<file path="config.mk">
export PLATFORM = sky130hd
export DESIGN_NAME = sdram_port_arbiter
export DESIGN_NICKNAME = d
export VERILOG_FILES = /design/src/rtl/sdram_port_arbiter.sv
export SDC_FILE = /design/constraint.sdc
export NUM_CORES = 1
export LEC_CHECK = 0
export CORE_UTILIZATION = 42
export DETAILED_ROUTE_END_ITERATION = 8
export PLACE_DENSITY = 0.91
export SLEW_MARGIN = 30
export SYNTH_ARGS = -nofsm -noshare
export SYNTH_HDL_FRONTEND = slang
export SYNTH_SLANG_ARGS = --single-unit
</file>
<file path="constraint.sdc">
create_clock -name clk_clk -period 4.3 [get_ports clk_clk]
set_input_delay 0.86 -clock clk_clk [delete_from_list [all_inputs] [get_ports clk_clk]]
set_output_delay 0.86 -clock clk_clk [all_outputs]
set_load 0.01 [all_outputs]
</file>
<file path="src/rtl/sdram_port_arbiter.sv">
// Two-master round-robin arbiter in front of the SDRAM controller's Avalon-MM slave.
// Grants one single-beat command at a time and routes read data back through an owner-tag FIFO.
module sdram_port_arbiter #(
   parameter int ADDR_W      = 24,
   parameter int DATA_W      = 16,
   parameter int MAX_PENDING = 4
) (
   input  logic                  clk_clk,
   input  logic                  reset_reset_n,

   input  logic [ADDR_W-1:0]     m0_address,
   input  logic                  m0_read,
   input  logic                  m0_write,
   input  logic [DATA_W-1:0]     m0_writedata,
   input  logic [DATA_W/8-1:0]   m0_byteenable,
   output logic                  m0_waitrequest,
   output logic [DATA_W-1:0]     m0_readdata,
   output logic                  m0_readdatavalid,

   input  logic [ADDR_W-1:0]     m1_address,
   input  logic                  m1_read,
   input  logic                  m1_write,
   input  logic [DATA_W-1:0]     m1_writedata,
   input  logic [DATA_W/8-1:0]   m1_byteenable,
   output logic                  m1_waitrequest,
   output logic [DATA_W-1:0]     m1_readdata,
   output logic                  m1_readdatavalid,

   output logic [ADDR_W-1:0]     s_address,
   output logic                  s_read,
   output logic                  s_write,
   output logic [DATA_W-1:0]     s_writedata,
   output logic [DATA_W/8-1:0]   s_byteenable,
   input  logic                  s_waitrequest,
   input  logic [DATA_W-1:0]     s_readdata,
   input  logic                  s_readdatavalid,

   output logic                  err_orphan
);

   localparam int BE_W  = DATA_W / 8;
   localparam int PTR_W = $clog2(MAX_PENDING);
   localparam int CNT_W = PTR_W + 1;

   typedef enum logic {
      IDLE,
      ISSUE
   } state_t;

   state_t              state_q, state_d;
   logic                owner_q;
   logic                last_owner_q;
   logic [ADDR_W-1:0]   cmd_addr_q;
   logic [DATA_W-1:0]   cmd_wdata_q;
   logic [BE_W-1:0]     cmd_be_q;
   logic                cmd_read_q;
   logic                cmd_write_q;
   logic                err_orphan_q;

   logic                tag_mem [MAX_PENDING];
   logic [PTR_W-1:0]    wr_ptr_q;
   logic [PTR_W-1:0]    rd_ptr_q;
   logic [CNT_W-1:0]    count_q;

   logic                fifo_full;
   logic                fifo_empty;
   logic                elig0;
   logic                elig1;
   logic                grant_valid;
   logic                grant_sel;
   logic                load_cmd;
   logic                accept;
   logic                push;
   logic                pop;
   logic                head_tag;

   logic [ADDR_W-1:0]   sel_addr;
   logic [DATA_W-1:0]   sel_wdata;
   logic [BE_W-1:0]     sel_be;
   logic                sel_read;
   logic                sel_write;

   // Arbitration: a read is only eligible while there is room for its return tag.
   always_comb begin
      fifo_full   = (count_q == CNT_W'(MAX_PENDING));
      fifo_empty  = (count_q == '0);
      elig0       = m0_write | (m0_read & ~fifo_full);
      elig1       = m1_write | (m1_read & ~fifo_full);
      grant_valid = elig0 | elig1;
      grant_sel   = (elig0 & elig1) ? ~last_owner_q : elig1;
      load_cmd    = (state_q == IDLE) & grant_valid;
      accept      = (state_q == ISSUE) & ~s_waitrequest;
      push        = accept & cmd_read_q;
      pop         = s_readdatavalid & ~fifo_empty;
      head_tag    = tag_mem[rd_ptr_q];
   end

   always_comb begin
      sel_addr  = m0_address;
      sel_wdata = m0_writedata;
      sel_be    = m0_byteenable;
      sel_read  = m0_read;
      sel_write = m0_write;
      if (grant_sel) begin
         sel_addr  = m1_address;
         sel_wdata = m1_writedata;
         sel_be    = m1_byteenable;
         sel_read  = m1_read;
         sel_write = m1_write;
      end
   end

   always_ff @(posedge clk_clk) begin
      if (!reset_reset_n) begin
         state_q      <= IDLE;
         owner_q      <= 1'b0;
         last_owner_q <= 1'b1;
         cmd_addr_q   <= '0;
         cmd_wdata_q  <= '0;
         cmd_be_q     <= '0;
         cmd_read_q   <= 1'b0;
         cmd_write_q  <= 1'b0;
         wr_ptr_q     <= '0;
         rd_ptr_q     <= '0;
         count_q      <= '0;
         err_orphan_q <= 1'b0;
      end else begin
         state_q <= state_d;
         if (load_cmd) begin
            owner_q     <= grant_sel;
            cmd_addr_q  <= sel_addr;
            cmd_wdata_q <= sel_wdata;
            cmd_be_q    <= sel_be;
            cmd_read_q  <= sel_read;
            cmd_write_q <= sel_write;
         end
         if (accept) begin
            last_owner_q <= owner_q;
         end
         if (push) begin
            wr_ptr_q <= wr_ptr_q + PTR_W'(1);
         end
         if (pop) begin
            rd_ptr_q <= rd_ptr_q + PTR_W'(1);
         end
         // Simultaneous push and pop leaves occupancy unchanged.
         if (push && !pop) begin
            count_q <= count_q + CNT_W'(1);
         end else if (pop && !push) begin
            count_q <= count_q - CNT_W'(1);
         end
         if (s_readdatavalid && fifo_empty) begin
            err_orphan_q <= 1'b1;
         end
      end
   end

   // Tag storage needs no reset: entries are only read behind the occupancy count.
   always_ff @(posedge clk_clk) begin
      if (push) begin
         tag_mem[wr_ptr_q] <= owner_q;
      end
   end

   always_comb begin
      state_d = state_q;
      unique case (state_q)
         IDLE:    if (grant_valid)    state_d = ISSUE;
         ISSUE:   if (!s_waitrequest) state_d = IDLE;
         default:                     state_d = IDLE;
      endcase
   end

   always_comb begin
      s_address        = cmd_addr_q;
      s_writedata      = cmd_wdata_q;
      s_byteenable     = cmd_be_q;
      s_read           = (state_q == ISSUE) & cmd_read_q;
      s_write          = (state_q == ISSUE) & cmd_write_q;
      m0_waitrequest   = ~(accept & ~owner_q);
      m1_waitrequest   = ~(accept & owner_q);
      m0_readdatavalid = pop & ~head_tag;
      m1_readdatavalid = pop & head_tag;
      m0_readdata      = s_readdata;
      m1_readdata      = s_readdata;
      err_orphan       = err_orphan_q;
   end

   a_cmd_hold: assert property (@(posedge clk_clk) disable iff (!reset_reset_n)
      ((s_read || s_write) && s_waitrequest) |=>
         $stable({s_read, s_write, s_address, s_writedata, s_byteenable}));

endmodule

</file>
### Word level (Yosys, flattened, before mapping)

Memory sizes are Yosys's and may differ from the RTL's. A register that Yosys moved wholly into a read port is not among the register bits.
Index checks and enable logic that the tools add are counted.

* $add $sub $neg: 4
* equal/unequal tests: 1
* multiplexer cells: 15
* bitwise logic cells: 25
* reductions and logical operators: 7

Operator list (number)
* 24-bit 2-to-1 mux: 1
* 16-bit 2-to-1 mux: 1
* 1-bit bitwise AND: 13
* 1-bit NOT: 9
* 1-bit 2-to-1 mux: 7
* 2-bit 2-to-1 mux: 3
* 3-bit 2-to-1 mux: 2
* 2-bit by 1-bit adder with 2-bit output, second input constant: 2
* 3-bit by 1-bit adder with 3-bit output, second input constant: 1
* 3-bit equality test, second input constant: 1
* 1-bit logical AND: 3
* 3-bit logical NOT: 1
* 1-bit OR: 3
* 3-bit by 1-bit subtractor with 3-bit output, second input constant: 1
* 1-bit logical NOT: 2
* 1-bit one-hot mux with 2 select lines: 1
* 2-bit nonzero test: 1

* bits in registers: 55
* memory bits (writable): 4
* input bits: 108
* logic and storage cells: 65
* memories: 1

Memories
* tag_mem: depth 4, bits a word 1, rd ports 1, clocked after Yosys merged registers in 1, wr ports 1, line 60 `logic tag_mem [MAX_PENDING];`

### Depth between registers and ports, before layout

Gate-level depths: netlist of run 1.

* depth after elaboration: 7
* gate-level depth with buffers: 8

### Worst setup path after synthesis of run 1

Ideal clock, no wire load.

* kind: input -> register
* start point: input port s_waitrequest
* end point: register count_q[2]
* arrival time: 2.539 ns
* data required time: 4.229 ns
* setup slack: 1.690 ns
* stages: 8
* cells stage by stage: nor2b_1 > and2_1 > ha_1 > inv_1 > fa_1 > xor2_1 > or3_1 > a21oi_1

* cells in the longest elaborated chain, start to end: 6
* elaborated cells on any way between the ends: 8

RTL lines
* from (decl): line 34 `input logic s_waitrequest,`
* 1-bit NOT (*): line 92 `accept = (state_q == ISSUE) & ~s_waitrequest;`
* 1-bit bitwise AND (*): line 92
* 1-bit bitwise AND (*): line 93 `push = accept & cmd_read_q;`
* net push: line 73 `logic push;`
* 1-bit logical NOT: line 149 `end else if (pop && !push) begin`
* 1-bit logical AND: line 149
* 2-bit nonzero test (no source line)
* to (signal assigned): line 148 `count_q <= count_q + CNT_W'(1);`
* to (signal assigned): line 150 `count_q <= count_q - CNT_W'(1);`
* to (decl): line 63 `logic [CNT_W-1:0] count_q;`

The timed path passes the listed nets; every way through them passes the cells marked *.
A chain may end at the register's enable or synchronous reset.

### Worst setup path after layout of run 1

* start point: input port s_waitrequest
* end point: output port m1_waitrequest

* cells in the longest elaborated chain, start to end: 4

RTL lines
* 1-bit NOT: line 92
* 1-bit bitwise AND: line 92
* 1-bit bitwise AND: line 181 `m1_waitrequest = ~(accept & owner_q);`
* 1-bit NOT: line 181
* to (decl): line 25 `output logic m1_waitrequest,`

Every way passes these cells.

==> flow_summary_export.csv, run 1 <==
group,metric,value,unit
detailed_routing,detail_route.wirelength,9820,µm
synth,post_synth_and_or_nand_nor_area_fraction,11.9,%
power_and_ir_drop,fin_total_pwr,0.00204,W
detailed_routing,drt-initial-drc-count,141,
clock_tree,numCtsBuffers,9,
synth,number_of_enable_flip_flop_cells_after_synthesis,4,
power_and_ir_drop,ir_drop,0.179,mV
floorplanning,die_area,8570,µm²
timing,finalClockSkew,0.00841,ns
floorplanning,core_area,7850,µm²
layout,antennaDiodeCount,0,
placed_design,finalWeightedCongestion,0.807,
layout,final_layout_size_suffix_gt1_share,14.8,%
setup_path,setup.worst_path.class,"in -> out",
detailed_routing,route.detailed.vias_per_inst,5.76,
synth,synth.area.mux_share,0.944,%
placed_design,place_ws,0.990,ns
global_routing,number_of_global_route_vias_before_repair,3181,
synth,yosysMostFrequentCell,"sky130_fd_sc_hd__dfxtp_1",
synth,yosys-top-cells-count,"sky130_fd_sc_hd__dfxtp_1, sky130_fd_sc_hd__a21oi_1, sky130_fd_sc_hd__nand3_1",
timing,setup_violations,0,
clock_tree,clkSlewWorstSetupHoldPaths,0.06,ns
clock_tree,clock_tree_from_tritoncts,"yes",
synth,post_synth_main_area_contributors,"sky130_fd_sc_hd__dfxtp_1, sky130_fd_sc_hd__a311oi_2, sky130_fd_sc_hd__a21oi_1",
synth,synthArstFlopShare,0,%
synth,synth_top_family_by_area,"compound AO/OA/AOI/OAI gates",
setup_path,worst_ep_required,3.44,ns
synth,synth_seq_area_share,36.6,%
layout,syn_to_final_growth,40.7,%
layout,layout.cells.non_filler,569,
job,cap_violations,0,
layout,layout.nets,576,
clock_tree,cts_hold_repair.buffers,0,
floorplanning,floorplan.io_pins,189,
layout,n_fill_cell,671,
timing,number_of_hold_violations_in_the_final_report,0,
synth,post_synth_instance_area,3450,µm²
global_routing,pin_count_of_the_biggest_net_entering_global_routing,48,
setup_path,critical_path_arrival,2.35,ns
min_path,hold_path.class,"reg -> reg",
synth,synthDominantAreaCellType,"sky130_fd_sc_hd__dfxtp_1",
global_routing,number_of_antenna_violations_at_the_first_check_in_global_routing,0,
min_path,timing.hold.worst.start,"err_orphan",
placed_design,dp_cells,552,
floorplanning,die_span_y,92.6,µm
synth,synth_xor_xnor_area_share,1.27,%
synth,avgSynthCellArea,9.24,µm²
power_and_ir_drop,leakage,1.67,nW
placed_design,hpwl_after_dpl,6880,µm
synth,yosys_warnings,0,
floorplanning,die_w,92.6,µm
clock_tree,tritoncts_num_sinks,61,
detailed_routing,post-route-drc-count,0,
clock_tree,insertion_delay,0.34,ns
detailed_routing,dr_total_vias,3276,
synth,netlist-cell-type-count,39,
floorplanning,total_number_of_placement_rows,32,
synth,netlist.area_leader.share,33.1,%
timing,layout_worst_path_cycle_share,74.7,%
setup_path,cp-end-kind,"primary output",
setup_path,source_of_the_worst_register_to_register_timing_path,"state_q",
setup_path,worst_r2r_path_depth,8,
setup_path,reg2reg_slack,1.84,ns
global_routing,gr-total-overflow,0,
floorplanning,initial_core_util,43.9,%
layout,multiInputGateArea,1750,µm²
clock_tree,clockBufferDepth,2,
timing,timing.hold.ws,0.480,ns
timing,worst_slew_pin_tran,0.861,ns
synth,synthesis.nets,487,
power_and_ir_drop,powerDensity,421,nW/µm²
min_path,min_to,"err_orphan",
synth,synth-compound-area-share,34.1,%
layout,ff_latch_area,1260,µm²
clock_tree,cts_htree_levels,3,
setup_path,r2r-end,"count_q[2]",
setup_path,critical_path.max_fanout,9,
timing,period_minus_slack,3.21,ns
timing,maxSlewHeadroom,42.5,%
timing,final.setup.worst_slack,1.09,ns
detailed_routing,drt_first_pass_iters,4,
timing,slew_violations,0,
synth,post_synth_top_flop,"sky130_fd_sc_hd__dfxtp_1",
detailed_routing,drt.antenna.violating_nets,0,
placed_design,place.port_buffers,140,
clock_tree,post_cts_resized,0,
synth,post_synth_fa_ha_maj_area_fraction,2.40,%
timing,maxClockFrequency,311,MHz
global_routing,globalRouteTotalUtil,22.9,%
min_path,holdPathStages,2,
timing,rsz0062_at_grt,"false",
clock_tree,root_buffer,"sky130_fd_sc_hd__clkbuf_8",
synth,netlist_instances,373,
synth,ys_ff_latch,61,
setup_path,critPathLaunchType,"input pin",
status,run_status,"finished, final reports clean",
timing,setup_tns,0,ns
global_routing,grt_pass1_wl,15500,µm
detailed_routing,wl_per_cell,17.2,µm
clock_tree,cts.repair_timing.setup_buffer_count,0,
## flip-flops by register name, summed over array words and instances, names as in the netlist, 2 cells and up, named ones only
| register | cells |
|---|---|
| count_q | 3 |
| rd_ptr_q | 2 |
| s_address | 24 |
| s_byteenable | 2 |
| s_writedata | 16 |
| tag_mem | 4 |
| wr_ptr_q | 2 |
## layout make-up
| cell class | count | area share (%) |
|---|---|---|
| flip-flops and latches | 61 | 26.0 |
| multi-input cells | 238 | 36.2 |
| clock inverters | 4 | 0.981 |
| repair buffers | 147 | 30.8 |
| well taps | 102 | 2.63 |
| inverters | 5 | 0.387 |
| clock buffers | 12 | 2.99 |
## stage by stage
step	instance area [µm²]	utilization, %
after floorplan	3450	-
after global placement	4600	58.6
after detailed placement	4630	59.0
after CTS	4820	61.4
after global routing	4850	61.8
final	4850	61.8
## critical path: stages
cell and delay (ns):
sky130_fd_sc_hd__clkdlybuf4s50_1 0.42, sky130_fd_sc_hd__nor2b_1 0.44, sky130_fd_sc_hd__nand2_1 0.14, sky130_fd_sc_hd__clkdlybuf4s50_1 0.50
## worst max-delay path by stage
stage             startpoint        endpoint  cells after the start
2_1_floorplan  s_waitrequest      count_q[2]                      8
3_3_place_gp        m0_write   s_address[22]                      5
3_5_place_dp   s_waitrequest      count_q[2]                      9
4_1_cts        s_waitrequest  m1_waitrequest                      4
5_1_grt        s_waitrequest  m1_waitrequest                      4
6_report       s_waitrequest  m1_waitrequest                      4
## cells in the final DEF (no fill, tap or decap), drive strengths merged, types with 2 or more instances in the layout
cell	instances
nand2	4
dfxtp	57
ha	5
buf	7
nand3	45
a21oi	51
clkbuf	12
clkinv	2
o21ai	45
a211o	2
nor3	3
nor2b	2
nor2	10
edfxtp	4
nand2b	2
a311oi	43
clkdlybuf4s50	140
and2	4
xor2	4
inv	5
and3	4
## routing by layer
layer  vias to the layer above  share of wire [%]  track usage [%]  wire, µm
li1                       1540                  -                -         -
met1                      1563                 37             25.5      3640
met2                       147                 55             42.7      5410
met3                        26                5.3             4.02       525
met4                         0                2.5             8.98       242
met5                         -                  0                0         0
## power by group
part,leakage [nW],switching (W),internal (W)
clock,0.0964,0.000222,0.000282
combinational,1.06,0.000411,0.000399
sequential,0.509,0.0000610,0.000667
total,1.67,0.000694,0.00135
## cells by family (layout without fill, tap and decap cells)
kind of cell,Yosys count,count (layout)
adder cells (fa/ha/maj),6,6
multiplexers,2,2
buffers and inverters,74,168
AND/OR/NAND/NOR,79,79
flip-flops,61,61
XOR/XNOR,5,5
AO/OA/AOI/OAI,146,146
Note: power is estimated with default switching activity, not from simulation.
==> run 2: changes to the inputs <==
- CORE_UTILIZATION: 42 -> 39
- PLACE_DENSITY: 0.91 -> 0.86
- clock period: 4.3 -> 3 ns (I/O delays scaled with it)
==> run 2 against run 1 <==
Net effect:
- design area fell by 0.75%
- register-to-register slack got worse by 1.2 ns
- sequential cell count did not move
- clock-buffer cell count did not move
- worst hold slack got worse by 0.0030 ns
- sequential power rose by 43%
- clock skew fell by 0.0016 ns
- non-clock buffer count rose by 4
- critical path type unchanged
- critical endpoint unchanged
==> flow_summary_export.csv, run 2 (synthesis gave the netlist of run 1 again) <==
group,metric,value,unit
global_routing,number_of_antenna_violations_at_the_first_check_in_global_routing,0,
power_and_ir_drop,leakage,1.66,nW
timing,final.setup.worst_slack,0.422,ns
placed_design,place_ws,0.252,ns
floorplanning,initial_core_util,41.1,%
detailed_routing,dr_total_vias,3268,
setup_path,setup.worst_path.class,"in -> out",
clock_tree,clock_tree_from_tritoncts,"yes",
timing,finalClockSkew,0.00679,ns
clock_tree,cts_hold_repair.buffers,0,
timing,number_of_hold_violations_in_the_final_report,0,
timing,slew_violations,0,
clock_tree,insertion_delay,0.32,ns
layout,layout.nets,580,
status,run_status,"finished, final reports clean",
layout,final_area,4810,µm²
timing,worst_slew_pin_tran,0.682,ns
layout,final_layout_size_suffix_gt1_share,14.9,%
power_and_ir_drop,powerDensity,579,nW/µm²
layout,mostFrequentLayoutCell,"sky130_fd_sc_hd__clkdlybuf4s50_1",
detailed_routing,drt_first_pass_iters,4,
setup_path,critical_path.max_fanout,8,
timing,setup_violations,0,
layout,utilization_after_layout,57.4,%
detailed_routing,wl_per_cell,17.4,µm
clock_tree,post_cts_resized,0,
clock_tree,tritoncts_num_sinks,61,
floorplanning,die_area,9220,µm²
floorplanning,die_w,96.0,µm
detailed_routing,drt-initial-drc-count,192,
floorplanning,floorplan.io_pins,189,
detailed_routing,detail_route.wirelength,9980,µm
placed_design,placement.cell_area,4660,µm²
floorplanning,die_span_y,96.0,µm
clock_tree,numCtsBuffers,9,
detailed_routing,route.detailed.vias_per_inst,5.68,
layout,antennaDiodeCount,0,
layout,ff_latch_area,1260,µm²
layout,layout.cells.most_common_list,"sky130_fd_sc_hd__clkdlybuf4s50_1, sky130_fd_sc_hd__dfxtp_1, sky130_fd_sc_hd__a21oi_1",
global_routing,pin_count_of_the_biggest_net_entering_global_routing,48,
min_path,hold_path.class,"reg -> reg",
clock_tree,clkSlewWorstSetupHoldPaths,0.07,ns
detailed_routing,drt.antenna.violating_nets,0,
placed_design,hpwl_after_dpl,6920,µm
timing,layout_worst_path_cycle_share,85.9,%
timing,setup_tns,0,ns
clock_tree,cts_htree_levels,3,
clock_tree,root_buffer,"sky130_fd_sc_hd__clkbuf_8",
detailed_routing,post-route-drc-count,0,
timing,period_minus_slack,2.58,ns
timing,maxClockFrequency,388,MHz
timing,maxSlewHeadroom,54.3,%
setup_path,critical_path_arrival,1.98,ns
global_routing,grt_pass1_wl,15600,µm
layout,n_fill_cell,744,
power_and_ir_drop,ir_drop,0.273,mV
floorplanning,total_number_of_placement_rows,33,
setup_path,worst_ep_required,2.40,ns
global_routing,gr-total-overflow,0,
global_routing,number_of_global_route_vias_before_repair,3260,
clock_tree,clockBufferDepth,2,
layout,syn_to_final_growth,39.6,%
setup_path,cp-end-kind,"primary output",
setup_path,critPathLaunchType,"input pin",
layout,largest_reg_flops,24,
timing,rsz0062_at_grt,"false",
layout,multiInputGateArea,1750,µm²
placed_design,finalWeightedCongestion,0.797,
clock_tree,cts.repair_timing.setup_buffer_count,0,
floorplanning,core_area,8380,µm²
job,cap_violations,0,
global_routing,globalRouteTotalUtil,21.9,%
placed_design,place.port_buffers,140,
run 2: layout make-up:
cell class / count / area share [%]
tap: 105 / 2.73
sequential: 61 / 26.2
clock buffer: 12 / 2.81
inverter: 5 / 0.390
clock inverter: 3 / 0.312
timing repair buffer: 151 / 31.1
multi-input combinational: 238 / 36.5
run 2: routing by layer:
metal	global-route usage, %	share of wire, %
met1	24.3	39
met2	40.0	54
met3	5.77	5.6
met4	8.08	1.1
met5	0	0
run 2: metrics by stage:
step / power (W) / hold slack (ns) / cells
finish: 0.00278 / 0.477 / 575
global route: 0.00295 / 0.514 / 575
CTS: 0.00281 / 0.483 / 575
detailed placement: 0.00221 / 0.467 / 560
floorplan: 0.00177 / 0.475 / 373
global placement: 0.00217 / 0.462 / 560
run 2: worst paths after layout:
kind / start / end / slack [ns] / cells past startpoint
max: s_waitrequest / m1_waitrequest / 0.42 / 5
max reg2reg: count_q[0] / count_q[2] / 0.63 / 8
min reg2reg: err_orphan / err_orphan / 0.48 / 2
min: err_orphan / err_orphan / 0.48 / 2
run 2: critical path, cell delays in order:
cell                              delay, ns
sky130_fd_sc_hd__clkdlybuf4s50_1       0.44
sky130_fd_sc_hd__nor2b_1               0.17
sky130_fd_sc_hd__buf_4                 0.18
sky130_fd_sc_hd__nand2_1               0.09
sky130_fd_sc_hd__clkdlybuf4s50_1       0.49
run 2: power breakdown:
group / switching, W / internal (W) / leakage [nW]
Clock: 0.000300 / 0.000292 / 0.0800
Sequential: 0.0000881 / 0.000956 / 0.509
Combinational: 0.000585 / 0.000564 / 1.07
==> run 3: changes to the inputs <==
- CTS_CLUSTER_SIZE: default -> 40
==> results of run 3 <==
No change in the layout: final DEF, timing and power equal those of run 2.
